<file path="config.mk">
export PLATFORM = sky130hd
export DESIGN_NAME = eth_tx_arb
export DESIGN_NICKNAME = d
export VERILOG_FILES = /design/src/rtl/eth_tx_arb.sv
export SDC_FILE = /design/constraint.sdc
export NUM_CORES = 1
export LEC_CHECK = 0
export ABC_CLOCK_PERIOD_IN_PS = 3800
export CAP_MARGIN = 30
export CELL_PAD_IN_SITES_DETAIL_PLACEMENT = 0
export CELL_PAD_IN_SITES_GLOBAL_PLACEMENT = 1
export CORE_MARGIN = 2
export CORE_UTILIZATION = 45
export DETAILED_ROUTE_END_ITERATION = 6
export PLACE_DENSITY = 0.89
export SYNTH_ARGS = -nofsm -noshare
export SYNTH_HDL_FRONTEND = slang
export SYNTH_SLANG_ARGS = --single-unit
</file>
<file path="constraint.sdc">
create_clock -name clk -period 3.8 [get_ports clk]
set_input_delay 0.57 -clock clk [delete_from_list [all_inputs] [get_ports clk]]
set_output_delay 0.57 -clock clk [all_outputs]
set_load 0.02 [all_outputs]
</file>
<file path="src/rtl/eth_tx_arb.sv">
// Round-robin start scheduler for two Manchester transmitters sharing one 10BASE-T TX pin.
// Optional link-pulse generation (idle counter + NLP state) is enabled by defining ETH_ARB_NLP_EN.
module eth_tx_arb #(
  parameter int FRAME_CYCLES = 1400,
  parameter int IFG_CYCLES   = 192,
  parameter int NLP_PERIOD   = 320000,
  parameter int NLP_WIDTH    = 2
) (
  input  logic       clk,
  input  logic       rst_n,
  input  logic [1:0] req,
  output logic [1:0] ack,
  output logic [1:0] start,
  input  logic [1:0] tx_in,
  output logic       tx_out,
  output logic       owner,
  output logic       busy
);

  localparam int MAX_FG = (FRAME_CYCLES > IFG_CYCLES) ? FRAME_CYCLES : IFG_CYCLES;
  localparam int MAX_NL = (NLP_PERIOD > NLP_WIDTH) ? NLP_PERIOD : NLP_WIDTH;
  localparam int MAX_P  = (MAX_FG > MAX_NL) ? MAX_FG : MAX_NL;
  localparam int CNT_W  = $clog2(MAX_P) + 1;

  localparam logic [CNT_W-1:0] FRAME_LAST = CNT_W'(FRAME_CYCLES - 1);
  localparam logic [CNT_W-1:0] IFG_LAST   = CNT_W'(IFG_CYCLES - 1);

  typedef enum logic [1:0] {
    IDLE  = 2'd0,
    FRAME = 2'd1,
    GAP   = 2'd2,
    NLP   = 2'd3
  } state_t;

  state_t           state, state_nxt;
  logic [CNT_W-1:0] cnt, cnt_nxt;
  logic [1:0]       start_nxt, ack_nxt;
  logic             owner_nxt, busy_nxt, tx_nxt;
  logic             grant, gnt_idx;
  logic             nlp_due;

  // Single request wins outright; contention goes to the client that did not own the line last.
  function automatic logic rr_pick(input logic [1:0] r, input logic last);
    if (r == 2'b11) return ~last;
    return r[1];
  endfunction

`ifdef ETH_ARB_NLP_EN
  localparam logic [CNT_W-1:0] NLP_LAST   = CNT_W'(NLP_PERIOD - 1);
  localparam logic [CNT_W-1:0] NLP_W_LAST = CNT_W'(NLP_WIDTH - 1);

  logic [CNT_W-1:0] idle_cnt, idle_cnt_nxt;

  function automatic logic [CNT_W-1:0] sat_inc(input logic [CNT_W-1:0] v,
                                                input logic [CNT_W-1:0] lim);
    if (v == lim) return v;
    return v + 1'b1;
  endfunction

  assign nlp_due = (idle_cnt == NLP_LAST);

  always_comb begin
    idle_cnt_nxt = idle_cnt;
    if (grant)
      idle_cnt_nxt = '0;
    else if (state == NLP && cnt == NLP_W_LAST)
      idle_cnt_nxt = '0;
    else if (state == IDLE || state == GAP)
      idle_cnt_nxt = sat_inc(idle_cnt, NLP_LAST);
  end

  always_ff @(posedge clk) begin
    if (!rst_n) idle_cnt <= '0;
    else        idle_cnt <= idle_cnt_nxt;
  end
`else
  assign nlp_due = 1'b0;
`endif

  assign grant   = (state == IDLE) && (req != 2'b00);
  assign gnt_idx = rr_pick(req, owner);

  // State and registered outputs
  always_ff @(posedge clk) begin
    if (!rst_n) begin
      state  <= IDLE;
      cnt    <= '0;
      start  <= 2'b00;
      ack    <= 2'b00;
      tx_out <= 1'b0;
      busy   <= 1'b0;
      owner  <= 1'b1;
    end else begin
      state  <= state_nxt;
      cnt    <= cnt_nxt;
      start  <= start_nxt;
      ack    <= ack_nxt;
      tx_out <= tx_nxt;
      busy   <= busy_nxt;
      owner  <= owner_nxt;
    end
  end

  // Next state: a pending request always beats a due link pulse
  always_comb begin
    state_nxt = state;
    cnt_nxt   = cnt;
    case (state)
      IDLE: begin
        if (req != 2'b00) begin
          state_nxt = FRAME;
          cnt_nxt   = '0;
        end else if (nlp_due) begin
          state_nxt = NLP;
          cnt_nxt   = '0;
        end
      end
      FRAME: begin
        if (cnt == FRAME_LAST) begin
          state_nxt = GAP;
          cnt_nxt   = '0;
        end else begin
          cnt_nxt = cnt + 1'b1;
        end
      end
      GAP: begin
        if (cnt == IFG_LAST) begin
          state_nxt = IDLE;
          cnt_nxt   = '0;
        end else begin
          cnt_nxt = cnt + 1'b1;
        end
      end
`ifdef ETH_ARB_NLP_EN
      NLP: begin
        if (cnt == NLP_W_LAST) begin
          state_nxt = IDLE;
          cnt_nxt   = '0;
        end else begin
          cnt_nxt = cnt + 1'b1;
        end
      end
`endif
      default: begin
        state_nxt = IDLE;
        cnt_nxt   = '0;
      end
    endcase
  end

  // Output values to be registered at the next edge
  always_comb begin
    start_nxt = 2'b00;
    ack_nxt   = 2'b00;
    owner_nxt = owner;
    if (grant) begin
      start_nxt = gnt_idx ? 2'b10 : 2'b01;
      ack_nxt   = gnt_idx ? 2'b10 : 2'b01;
      owner_nxt = gnt_idx;
    end
    busy_nxt = (state_nxt != IDLE);
    tx_nxt   = 1'b0;
    if (state == FRAME)
      tx_nxt = tx_in[owner];
    else if (state == NLP)
      tx_nxt = 1'b1;
  end

endmodule

</file>
; Word level (Yosys, flattened, before mapping)
; Index checks and enable logic that the tools add are counted.
[word_totals]
rom_bits = 0
register_bits = 27
ramBits = 0
n_memories = 0
latch_bits = 0
output_inout_bits = 7
in_bits = 6
[op_classes]
n_lt_le_gt_ge = 1
n_mux = 16
shift = 0
multipliers = 0
reduce_logical = 5
n_addsub = 1
div = 0
eq_ne = 7
bitwise_logic = 1
[op_table]
columns = cell, count
row1 = two-way mux 20 bit, 3
row2 = one-hot mux 20 bit (3 select lines), 1
row3 = adder 20 x 1 -> 20 bit (second input constant), 1
row4 = == test 20 x 11 -> 1 bit (second input constant), 1
row5 = == test 20 x 8 -> 1 bit (second input constant), 1
row6 = two-way mux 2 bit, 4
row7 = two-way mux 1 bit, 7
row8 = == test 2 bit (second input constant), 3
row9 = one-hot mux 2 bit (3 select lines), 1
row10 = nonzero test 2 bit, 2
row11 = == test 2 x 1 -> 1 bit (second input constant), 1
row12 = logical NOT 2 bit, 1
row13 = less-than comparator 1 x 2 -> 1 bit (second input constant), 1
row14 = != test 2 x 1 -> 1 bit (second input constant), 1
row15 = AND reduction 2 bit, 1
row16 = logical AND 1 bit, 1
row17 = NOT 1 bit, 1

; Logic depth before layout (Yosys ltp)
; Gate-level depths: netlist (run 1).
[logic_depth]
ltp_word = 4
ltp_mapped = 8

; Worst setup path after synthesis (run 1)
; No wires, ideal clock.
[synth_timing]
path_kind = reg2reg
from = register state[0]
to = register cnt[14]
n_path_buf = 1
synth_period_minus_slack_ns = 2.001
path_slack_ns = 1.799
t_arrival_ns = 1.874
stages_incl_launch_ff = 9
path_cell_list = dfxtp_1 -> inv_1 -> ha_1 -> nor3b_1 -> buf_2 -> or4_4 -> nor3_1 -> xnor2_1 -> nor2_1
[synth_between]
elab_chain_len = 2
[synth_lines]
columns = item, line_no
row1 = "start, declared", 35  ; state_t state, state_nxt;
row2 = "start signal, assigned", 94  ; state <= state_nxt;
row3 = "== test 2 bit, or another cell as far along", 108  ; case (state)
row4 = one-hot mux 20 bit (3 select lines) or != test 2 x 1 -> 1 bit (tied branches), n/a
row5 = "end signal, assigned", 95  ; cnt <= cnt_nxt;
row6 = "end, declared", 36  ; logic [CNT_W-1:0] cnt, cnt_nxt;
; Parallel ways exist; a longest one is shown, timed or not.
; A chain may end at the register's enable or synchronous reset.

; Final worst setup path (run 1)
[layout_timing]
from = register state[0]
to = register cnt[13]
; The elaborated chain is that of the path after synthesis.

==> results of run 1 <==
==> area by class of cell <==
class | count | area, um^2 | area share
repair buffers | 13 | 128 | 0.0796
clock buffers | 4 | 26.3 | 0.0164
multi-input cells | 133 | 831 | 0.518
flip-flops and latches | 27 | 541 | 0.337
well taps | 44 | 55.1 | 0.0343
inverters | 6 | 22.5 | 0.0141
==> worst paths after layout <==
| path | to | slack, ns | cells after the start | start |
|---|---|---|---|---|
| worst max-delay path | cnt[13] | 1.58 | 8 | state[0] |
| worst min-delay path | cnt[0] | 0.53 | 2 | cnt[0] |
| worst max register to register | cnt[13] | 1.58 | 8 | state[0] |
| worst min register to register | cnt[0] | 0.53 | 2 | cnt[0] |
==> sequential cells by signal (all words and copies together), names as in the netlist <==
register	cells
start	2
owner	1
cnt	20
state	2
busy	1
tx_out	1
==> cells by family after synthesis <==
group / after synthesis / share of synthesized area
muxes: 1 / 0.00704
xor gates and xnor gates: 10 / 0.0616
DFF: 27 / 0.380
and+or+nand+nor: 80 / 0.300
AOI/OAI and AO/OA: 37 / 0.172
buffers and inverters: 11 / 0.0352
adders and majority gates: 5 / 0.0440
==> layer usage <==
metal | share of wire | vias up
met5 | 0 | -
met4 | 0.0072 | 0
met1 | 0.47 | 615
li1 | - | 635
met2 | 0.47 | 21
met3 | 0.050 | 2
==> worst max-delay path, cell delays in order, from the launching register on <==
cell     delay (ns)
dfxtp_1        0.38
inv_1          0.09
ha_1           0.28
nor3b_1        0.16
buf_4          0.18
or3b_1         0.42
or3_1          0.40
xnor2_1        0.15
nor2_1         0.05
==> per-stage QoR <==
stage | utilization | total power, W
after floorplan | - | 0.000336
after global placement | 0.521 | 0.000357
after detailed placement | 0.521 | 0.000358
after CTS | 0.529 | 0.000481
after global routing | 0.529 | 0.000499
final | 0.529 | 0.000478
==> power breakdown <==
group / total (W) / internal, W / switching [W]
logic: 0.0000598 / 0.0000271 / 0.0000327
clock network: 0.000125 / 0.0000411 / 0.0000840
registers: 0.000293 / 0.000289 / 0.00000388
total: 0.000478 / 0.000357 / 0.000121
==> placed cells by master (no fill, tap or decap), types with 4 or more instances in the layout <==
cell / netlist / final
o21ai_0: 9 / 9
a21oi_1: 10 / 10
inv_1: 6 / 6
xnor2_1: 6 / 6
xor2_1: 4 / 4
a21boi_0: 4 / 4
nand3_1: 13 / 13
nor4_1: 5 / 5
nor2_1: 21 / 21
clkdlybuf4s50_1: 0 / 12
dfxtp_1: 27 / 27
nand2_1: 16 / 16
ha_1: 5 / 5
==> results.py, run 1 <==
metrics = {
    "run_status": {
        "outcome": "finished, final reports clean",
    },
    "power": {
        "leakage_nw": 0.577,
        "p_per_area_nw_per_um2": 298,
        "vdd_drop_max_v": 0.000221,
    },
    "sta": {
        "max_freq_mhz": 450,
        "max_slew_margin": 0.585,
        "grt_setup_unrepaired": "false",
        "fin_hold_ws_ns": 0.529,
        "slew_viol_final": 0,
        "final.setup.tns_ns": 0,
        "setup_viol": 0,
        "min_period_over_period": 0.585,
        "tightest_slew_ns": 0.622,
        "finalHoldViolations": 0,
        "skew_ns": 0.00652,
        "setup_slack_ns": 1.58,
        "finalWorstPathRequiredPeriod_ns": 2.22,
    },
    "final_layout": {
        "nFillCells": 293,
        "n_antenna_cell": 0,
        "design_area_um2": 1600,
        "syn_to_final_growth_pct": 12.8,
        "nets": 195,
        "final_cells": 227,
        "drive_gt1_frac": 0.0710,
    },
    "global_route": {
        "grt_pass1_wl_um": 5150,
        "grt_max_degree": 15,
        "grt_pass1_vias": 1162,
        "grt_use_total": 0.186,
        "grt-ovfl-total": 0,
        "use_met3": 0.0519,
        "grt.busiest_layer": "met2",
        "grt_use_met1": 0.256,
        "antenna_found_initial": 0,
        "grtUsageMet2": 0.292,
    },
    "synth": {
        "synth.net_count": 182,
        "yosysSeqAreaShare": 0.380,
        "synth_cells": 171,
        "synth_top_cells_by_area": "dfxtp_1, nor2_1, nand3_1, ha_1, nand2_1",
        "yosysMostFrequentCell": "dfxtp_1",
        "ys_ff_latch": 27,
        "synth-edff-count": 0,
        "mappedNetlistArea_um2": 1420,
        "synth_top_cells_by_count": "dfxtp_1, nor2_1, nand2_1",
        "async_flop_share": 0,
        "ys_types": 45,
        "synthFlopType": "dfxtp_1",
        "synth_top_area_frac": 0.380,
        "synth_top_area_cell": "dfxtp_1",
        "syn_avg_cell_area_um2": 8.31,
        "synth_warnings": 0,
    },
    "clock_network": {
        "cts-hold-fix-buffers": 0,
        "cts_buffer_depth": 2,
        "htree_num_levels": 1,
        "cts_tree": "yes",
        "cts_resized": 0,
        "cts.sinks": 27,
        "ctsRootBufferMaster": "clkbuf_4",
        "numCtsBuffers": 3,
        "postCtsSetupRepairBufs": 0,
        "clock_latency_ns": 0.32,
        "clk_pin_slew_ns": 0.14,
    },
    "detailed_routing": {
        "routed_via_density": 5.61,
        "drtAntennaViolNets": 0,
        "routedWlPerCell_um": 12.8,
        "drc": 0,
        "wirelength_um": 2910,
        "num_vias": 1273,
        "dr.first_iter.drc_count": 94,
        "drtPass1Iterations": 4,
    },
    "die": {
        "die_h_um": 60.2,
        "core_um2": 3030,
        "num_rows": 20,
        "io_pins": 13,
        "start_util": 0.469,
        "die_area_um2": 3620,
        "dieWidth_um": 60.2,
    },
    "setup_path": {
        "cp.arrival_ns": 2.44,
        "required_ns": 4.02,
        "cp_max_fo": 12,
        "end_kind": "flip-flop",
        "critPathLaunchType": "flip-flop",
        "path_class": "reg -> reg",
    },
    "place": {
        "place_ws_ns": 1.29,
        "post-dp-hpwl_um": 2180,
        "place.gp.congestion": 0.849,
        "place_area_um2": 1580,
        "dp.cells": 223,
        "portBuffers": 12,
    },
    "flow_run": {
        "drv_cap": 0,
    },
    "worst_hold_path": {
        "hold_path.class": "reg -> reg",
    },
}
(Power assumes the default switching activity.)
==> run 2, diff against run 1 <==
==> config.mk (replaced) <==
export PLATFORM = sky130hd
export DESIGN_NAME = eth_tx_arb
export DESIGN_NICKNAME = d
export VERILOG_FILES = /design/src/rtl/eth_tx_arb.sv
export SDC_FILE = /design/constraint.sdc
export NUM_CORES = 1
export LEC_CHECK = 0
export ABC_CLOCK_PERIOD_IN_PS = 1900
export CAP_MARGIN = 30
export CELL_PAD_IN_SITES_DETAIL_PLACEMENT = 0
export CELL_PAD_IN_SITES_GLOBAL_PLACEMENT = 1
export CORE_MARGIN = 2
export CORE_UTILIZATION = 38
export DETAILED_ROUTE_END_ITERATION = 6
export PLACE_DENSITY = 0.81
export SYNTH_ARGS = -nofsm -noshare
export SYNTH_HDL_FRONTEND = slang
export SYNTH_SLANG_ARGS = --single-unit
==> constraint.sdc (replaced) <==
create_clock -name clk -period 1.9 [get_ports clk]
set_input_delay 0.285 -clock clk [delete_from_list [all_inputs] [get_ports clk]]
set_output_delay 0.285 -clock clk [all_outputs]
set_load 0.02 [all_outputs]
==> results.py, run 2 (synthesized netlist as in run 1, its figures left out) <==
metrics = {
    "power": {
        "leakage_nw": 0.807,
        "vdd_drop_max_v": 0.000328,
        "p_per_area_nw_per_um2": 529,
    },
    "global_route": {
        "grt-ovfl-total": 0,
        "grt_use_total": 0.185,
        "grt_pass1_wl_um": 6180,
        "grt_pass1_vias": 1429,
        "grt_max_degree": 15,
        "antenna_found_initial": 0,
    },
    "die": {
        "die_h_um": 65.2,
        "core_um2": 3630,
        "dieWidth_um": 65.2,
        "die_area_um2": 4250,
        "num_rows": 22,
        "io_pins": 13,
        "start_util": 0.391,
    },
    "place": {
        "portBuffers": 12,
        "place.gp.congestion": 0.790,
        "post-dp-hpwl_um": 2750,
    },
    "sta": {
        "final.setup.tns_ns": 0,
        "max_slew_margin": 0.759,
        "grt_setup_unrepaired": "true",
        "finalWorstPathRequiredPeriod_ns": 1.85,
        "slew_viol_final": 0,
        "finalHoldViolations": 0,
        "skew_ns": 0.00552,
        "tightest_slew_ns": 0.360,
        "fin_hold_ws_ns": 0.494,
        "min_period_over_period": 0.975,
        "setup_viol": 0,
        "max_freq_mhz": 540,
    },
    "clock_network": {
        "numCtsBuffers": 3,
        "clk_pin_slew_ns": 0.10,
        "cts_buffer_depth": 2,
        "cts.sinks": 27,
        "cts_tree": "yes",
        "ctsRootBufferMaster": "clkbuf_8",
        "clock_latency_ns": 0.27,
        "htree_num_levels": 1,
    },
    "setup_path": {
        "r2r_slack_ns": 0.05,
        "crit_end": "cnt[18]",
        "cp_max_fo": 3,
        "slowest_stage": "or3_4",
        "path_class": "reg -> reg",
        "rr_endpoint": "cnt[18]",
        "cp-startpoint": "cnt[9]",
        "cp_common_cell": "or3_4",
        "rr_worst_depth": 6,
        "cp.arrival_ns": 2.02,
        "end_kind": "flip-flop",
        "cpPeakStageDelay_ns": 0.39,
        "crit_chain": "buf_6 > nand4_2 > or3_4 > or3_4 > and3_4 > a221o_1",
        "critPathLaunchType": "flip-flop",
        "required_ns": 2.07,
        "r2r-start": "cnt[9]",
    },
    "flow_run": {
        "drv_cap": 0,
    },
    "final_layout": {
        "largest_register_ffs": 20,
        "final_cell_mix": "buf_4, nor2_1, nand2_1",
        "syn_to_final_growth_pct": 45.1,
        "seqCellArea_um2": 558,
        "final_common_cell": "buf_4",
        "fin_util": 0.567,
        "top_register": "cnt",
        "multi_input_area_um2": 955,
        "reg_top3": "cnt (20), start (2), state (2)",
        "n_antenna_cell": 0,
        "nets": 232,
        "drive_gt1_frac": 0.373,
        "nFillCells": 320,
    },
    "run_status": {
        "outcome": "finished, final reports clean",
    },
    "detailed_routing": {
        "dr.first_iter.drc_count": 60,
        "num_vias": 1415,
        "drc": 0,
        "wirelength_um": 3730,
        "routedWlPerCell_um": 13.9,
        "routed_via_density": 5.28,
        "drtPass1Iterations": 4,
        "drtAntennaViolNets": 0,
    },
    "worst_hold_path": {
        "worstHoldStart": "cnt[6]",
        "hold_path.class": "reg -> reg",
    },
}
-- run 2: report_power, final --
part / switching [W] / internal, W
sequential: 0.00000815 / 0.000577
combinational: 0.0000823 / 0.0000912
clock: 0.000181 / 0.000150
total: 0.000272 / 0.000819
-- run 2: how the worst min path moves through the flow --
stage | cells past startpoint | slack [ns] | to
after floorplan | 1 | 0.38 | start[0]
after global placement | 2 | 0.51 | start[0]
after detailed placement | 2 | 0.52 | cnt[6]
after CTS | 2 | 0.53 | cnt[6]
after global routing | 2 | 0.55 | cnt[6]
final | 2 | 0.49 | cnt[6]
-- run 2: per-stage QoR --
| stage | total power [W] | worst slack, ns | std cells | cell area, um^2 |
|---|---|---|---|---|
| 6_report | 0.00109 | 0.0481 | 268 | 2060 |
| 5_1_grt | 0.00113 | -0.0229 | 268 | 2060 |
| 4_1_cts | 0.00109 | 0.00734 | 266 | 1950 |
| 3_5_place_dp | 0.000760 | -0.175 | 261 | 1870 |
| 3_3_place_gp | 0.000755 | -0.122 | 261 | 1870 |
| 2_1_floorplan | 0.000674 | -0.00194 | 171 | 1440 |
-- run 2: timing repair --
| action | 4_1_cts | 5_1_grt |
|---|---|---|
| endpoints found under the setup margin | 3 | 18 |
| resized for setup | 7 | 26 |
| pin swaps | 4 | 12 |
| buffers inserted | 1 | 3 |
| hold buffers | 0 | 0 |
-- run 2: worst max-delay path: cells and delay by family (launching register included) --
family,cells,cell delay (ns)
compound gates,1,0.26
buf+inv,1,0.12
flops,1,0.38
simple gates,4,0.99
-- run 2: routing by layer --
layer | vias to the layer above | wire length, um | global-route usage | part of all wire
met5 | - | 0 | 0 | 0
met4 | 0 | 54 | 0.0729 | 0.014
met3 | 6 | 119 | 0.0240 | 0.032
met2 | 30 | 1930 | 0.329 | 0.52
met1 | 673 | 1630 | 0.225 | 0.44
li1 | 706 | - | - | -
-- run 2: final cells by class --
cell class / instances / share of cell area
inverters: 6 / 0.0109
well taps: 48 / 0.0291
flip-flops and latches: 27 / 0.271
clock buffers: 4 / 0.0218
repair buffers: 50 / 0.204
multi-input cells: 133 / 0.463
==> run 3, diff against run 2 <==
--- a/config.mk
+++ b/config.mk
@@ -10,9 +10,9 @@
 export CELL_PAD_IN_SITES_DETAIL_PLACEMENT = 0
 export CELL_PAD_IN_SITES_GLOBAL_PLACEMENT = 1
 export CORE_MARGIN = 2
-export CORE_UTILIZATION = 38
+export CORE_UTILIZATION = 35
 export DETAILED_ROUTE_END_ITERATION = 6
-export PLACE_DENSITY = 0.81
+export PLACE_DENSITY = 0.76
 export SYNTH_ARGS = -nofsm -noshare
 export SYNTH_HDL_FRONTEND = slang
 export SYNTH_SLANG_ARGS = --single-unit
==> results.py, run 3 (synthesized netlist as in run 1, its figures left out) <==
metrics = {
    "final_layout": {
        "top_register": "cnt",
        "final_common_cell": "buf_4",
        "reg_top3": "cnt (20), start (2), state (2)",
        "fin_util": 0.498,
        "largest_register_ffs": 20,
        "n_antenna_cell": 0,
        "design_area_um2": 1960,
        "syn_to_final_growth_pct": 38.2,
        "drive_gt1_frac": 0.318,
        "nets": 223,
        "final_cell_mix": "buf_4, nor2_1, dfxtp_1",
    },
    "detailed_routing": {
        "dr.first_iter.drc_count": 79,
        "drtAntennaViolNets": 0,
        "wirelength_um": 3510,
        "routed_via_density": 5.18,
        "num_vias": 1351,
        "routedWlPerCell_um": 13.5,
        "drc": 0,
        "drtPass1Iterations": 4,
    },
    "power": {
        "p_per_area_nw_per_um2": 550,
        "p_total_w": 0.00108,
        "leakage_nw": 0.749,
        "vdd_drop_max_v": 0.000294,
    },
    "global_route": {
        "antenna_found_initial": 0,
        "grt_pass1_vias": 1316,
        "grt_use_total": 0.172,
        "grt_pass1_wl_um": 5890,
        "grt-ovfl-total": 0,
        "grt_max_degree": 16,
    },
    "sta": {
        "setup_slack_ns": 0.0675,
        "max_freq_mhz": 546,
        "tightest_slew_ns": 0.383,
        "skew_ns": 0.00178,
        "slew_viol_final": 0,
        "setup_viol": 0,
        "min_period_over_period": 0.964,
        "fin_hold_ws_ns": 0.509,
        "finalHoldViolations": 0,
        "finalWorstPathRequiredPeriod_ns": 1.83,
        "max_slew_margin": 0.745,
        "grt_setup_unrepaired": "true",
    },
    "flow_run": {
        "drv_cap": 0,
    },
    "setup_path": {
        "cpPeakStageDelay_ns": 0.42,
        "crit_chain": "inv_2 > ha_4 > nor3b_4 > or3b_4 > or3_1 > xnor2_1 > nor2_1",
        "critPathLaunchType": "flip-flop",
        "required_ns": 2.07,
        "slowest_stage": "or3b_4",
        "path_class": "reg -> reg",
        "cp_max_fo": 4,
        "end_kind": "flip-flop",
        "cp.arrival_ns": 2.01,
    },
    "die": {
        "core_um2": 3940,
        "num_rows": 23,
        "die_area_um2": 4590,
        "io_pins": 13,
        "die_h_um": 67.7,
        "start_util": 0.361,
        "dieWidth_um": 67.7,
    },
    "clock_network": {
        "numCtsBuffers": 3,
        "cts_buffer_depth": 2,
        "htree_num_levels": 1,
        "ctsRootBufferMaster": "clkbuf_8",
        "cts.sinks": 27,
        "clock_latency_ns": 0.27,
        "cts_tree": "yes",
        "clk_pin_slew_ns": 0.10,
    },
    "place": {
        "place.gp.congestion": 0.864,
        "place_ws_ns": -0.267,
        "post-dp-hpwl_um": 2690,
        "place_area_um2": 1810,
        "portBuffers": 12,
    },
    "run_status": {
        "outcome": "finished, final reports clean",
    },
    "worst_hold_path": {
        "hold_path.class": "reg -> reg",
    },
}
-- run 3: critical path: cells and delay by family, from the launching register on --
kind	cells	cell delay, ns
XOR/XNOR	1	0.15
adder cells (fa/ha/maj)	1	0.15
buffers and inverters	1	0.05
flip-flops	1	0.35
AND/OR/NAND/NOR	4	1.03
-- run 3: per-stage QoR --
stage / std cells / TNS, ns
final: 261 / 0
after global routing: 261 / -0.0114
after CTS: 261 / 0
after detailed placement: 256 / -1.63
after global placement: 256 / -1.30
after floorplan: 171 / -0.00194
-- run 3: power breakdown --
| group | internal, W | switching [W] | total (W) |
|---|---|---|---|
| clock network | 0.000147 | 0.000188 | 0.000335 |
| logic | 0.0000838 | 0.0000778 | 0.000162 |
| registers | 0.000576 | 0.00000790 | 0.000584 |
| total | 0.000807 | 0.000273 | 0.00108 |
-- run 3: path summary, 6_finish.rpt --
path / end / start / slack [ns] / depth (start not counted)
worst max-delay path: cnt[13] / state[0] / 0.07 / 7
worst min-delay path: cnt[6] / cnt[6] / 0.51 / 2
worst max register to register: cnt[13] / state[0] / 0.07 / 7
worst min register to register: cnt[6] / cnt[6] / 0.51 / 2
-- run 3: per-layer routing --
metal	vias to the layer above	share of wire	GRT usage
met5	-	0	0
met4	0	0.0074	0.0612
met3	2	0.033	0.0200
met2	18	0.50	0.297
met1	640	0.46	0.220
li1	691	-	-
-- run 3: final cells by class --
type	count	area [um^2]
Clock buffer	3	41.3
Clock inverter	1	5.00
Fill cell	369	1980
Inverter	6	22.5
Multi-Input combinational cell	133	940
Sequential cell	27	556
Tap cell	50	62.6
Timing Repair Buffer	41	338
-- run 3: what timing repair did --
item,4_1_cts,5_1_grt
setup buffers,1,1
hold buffers,0,0
endpoints found under the setup margin,7,21
pin swaps,3,13
resized for setup,3,23
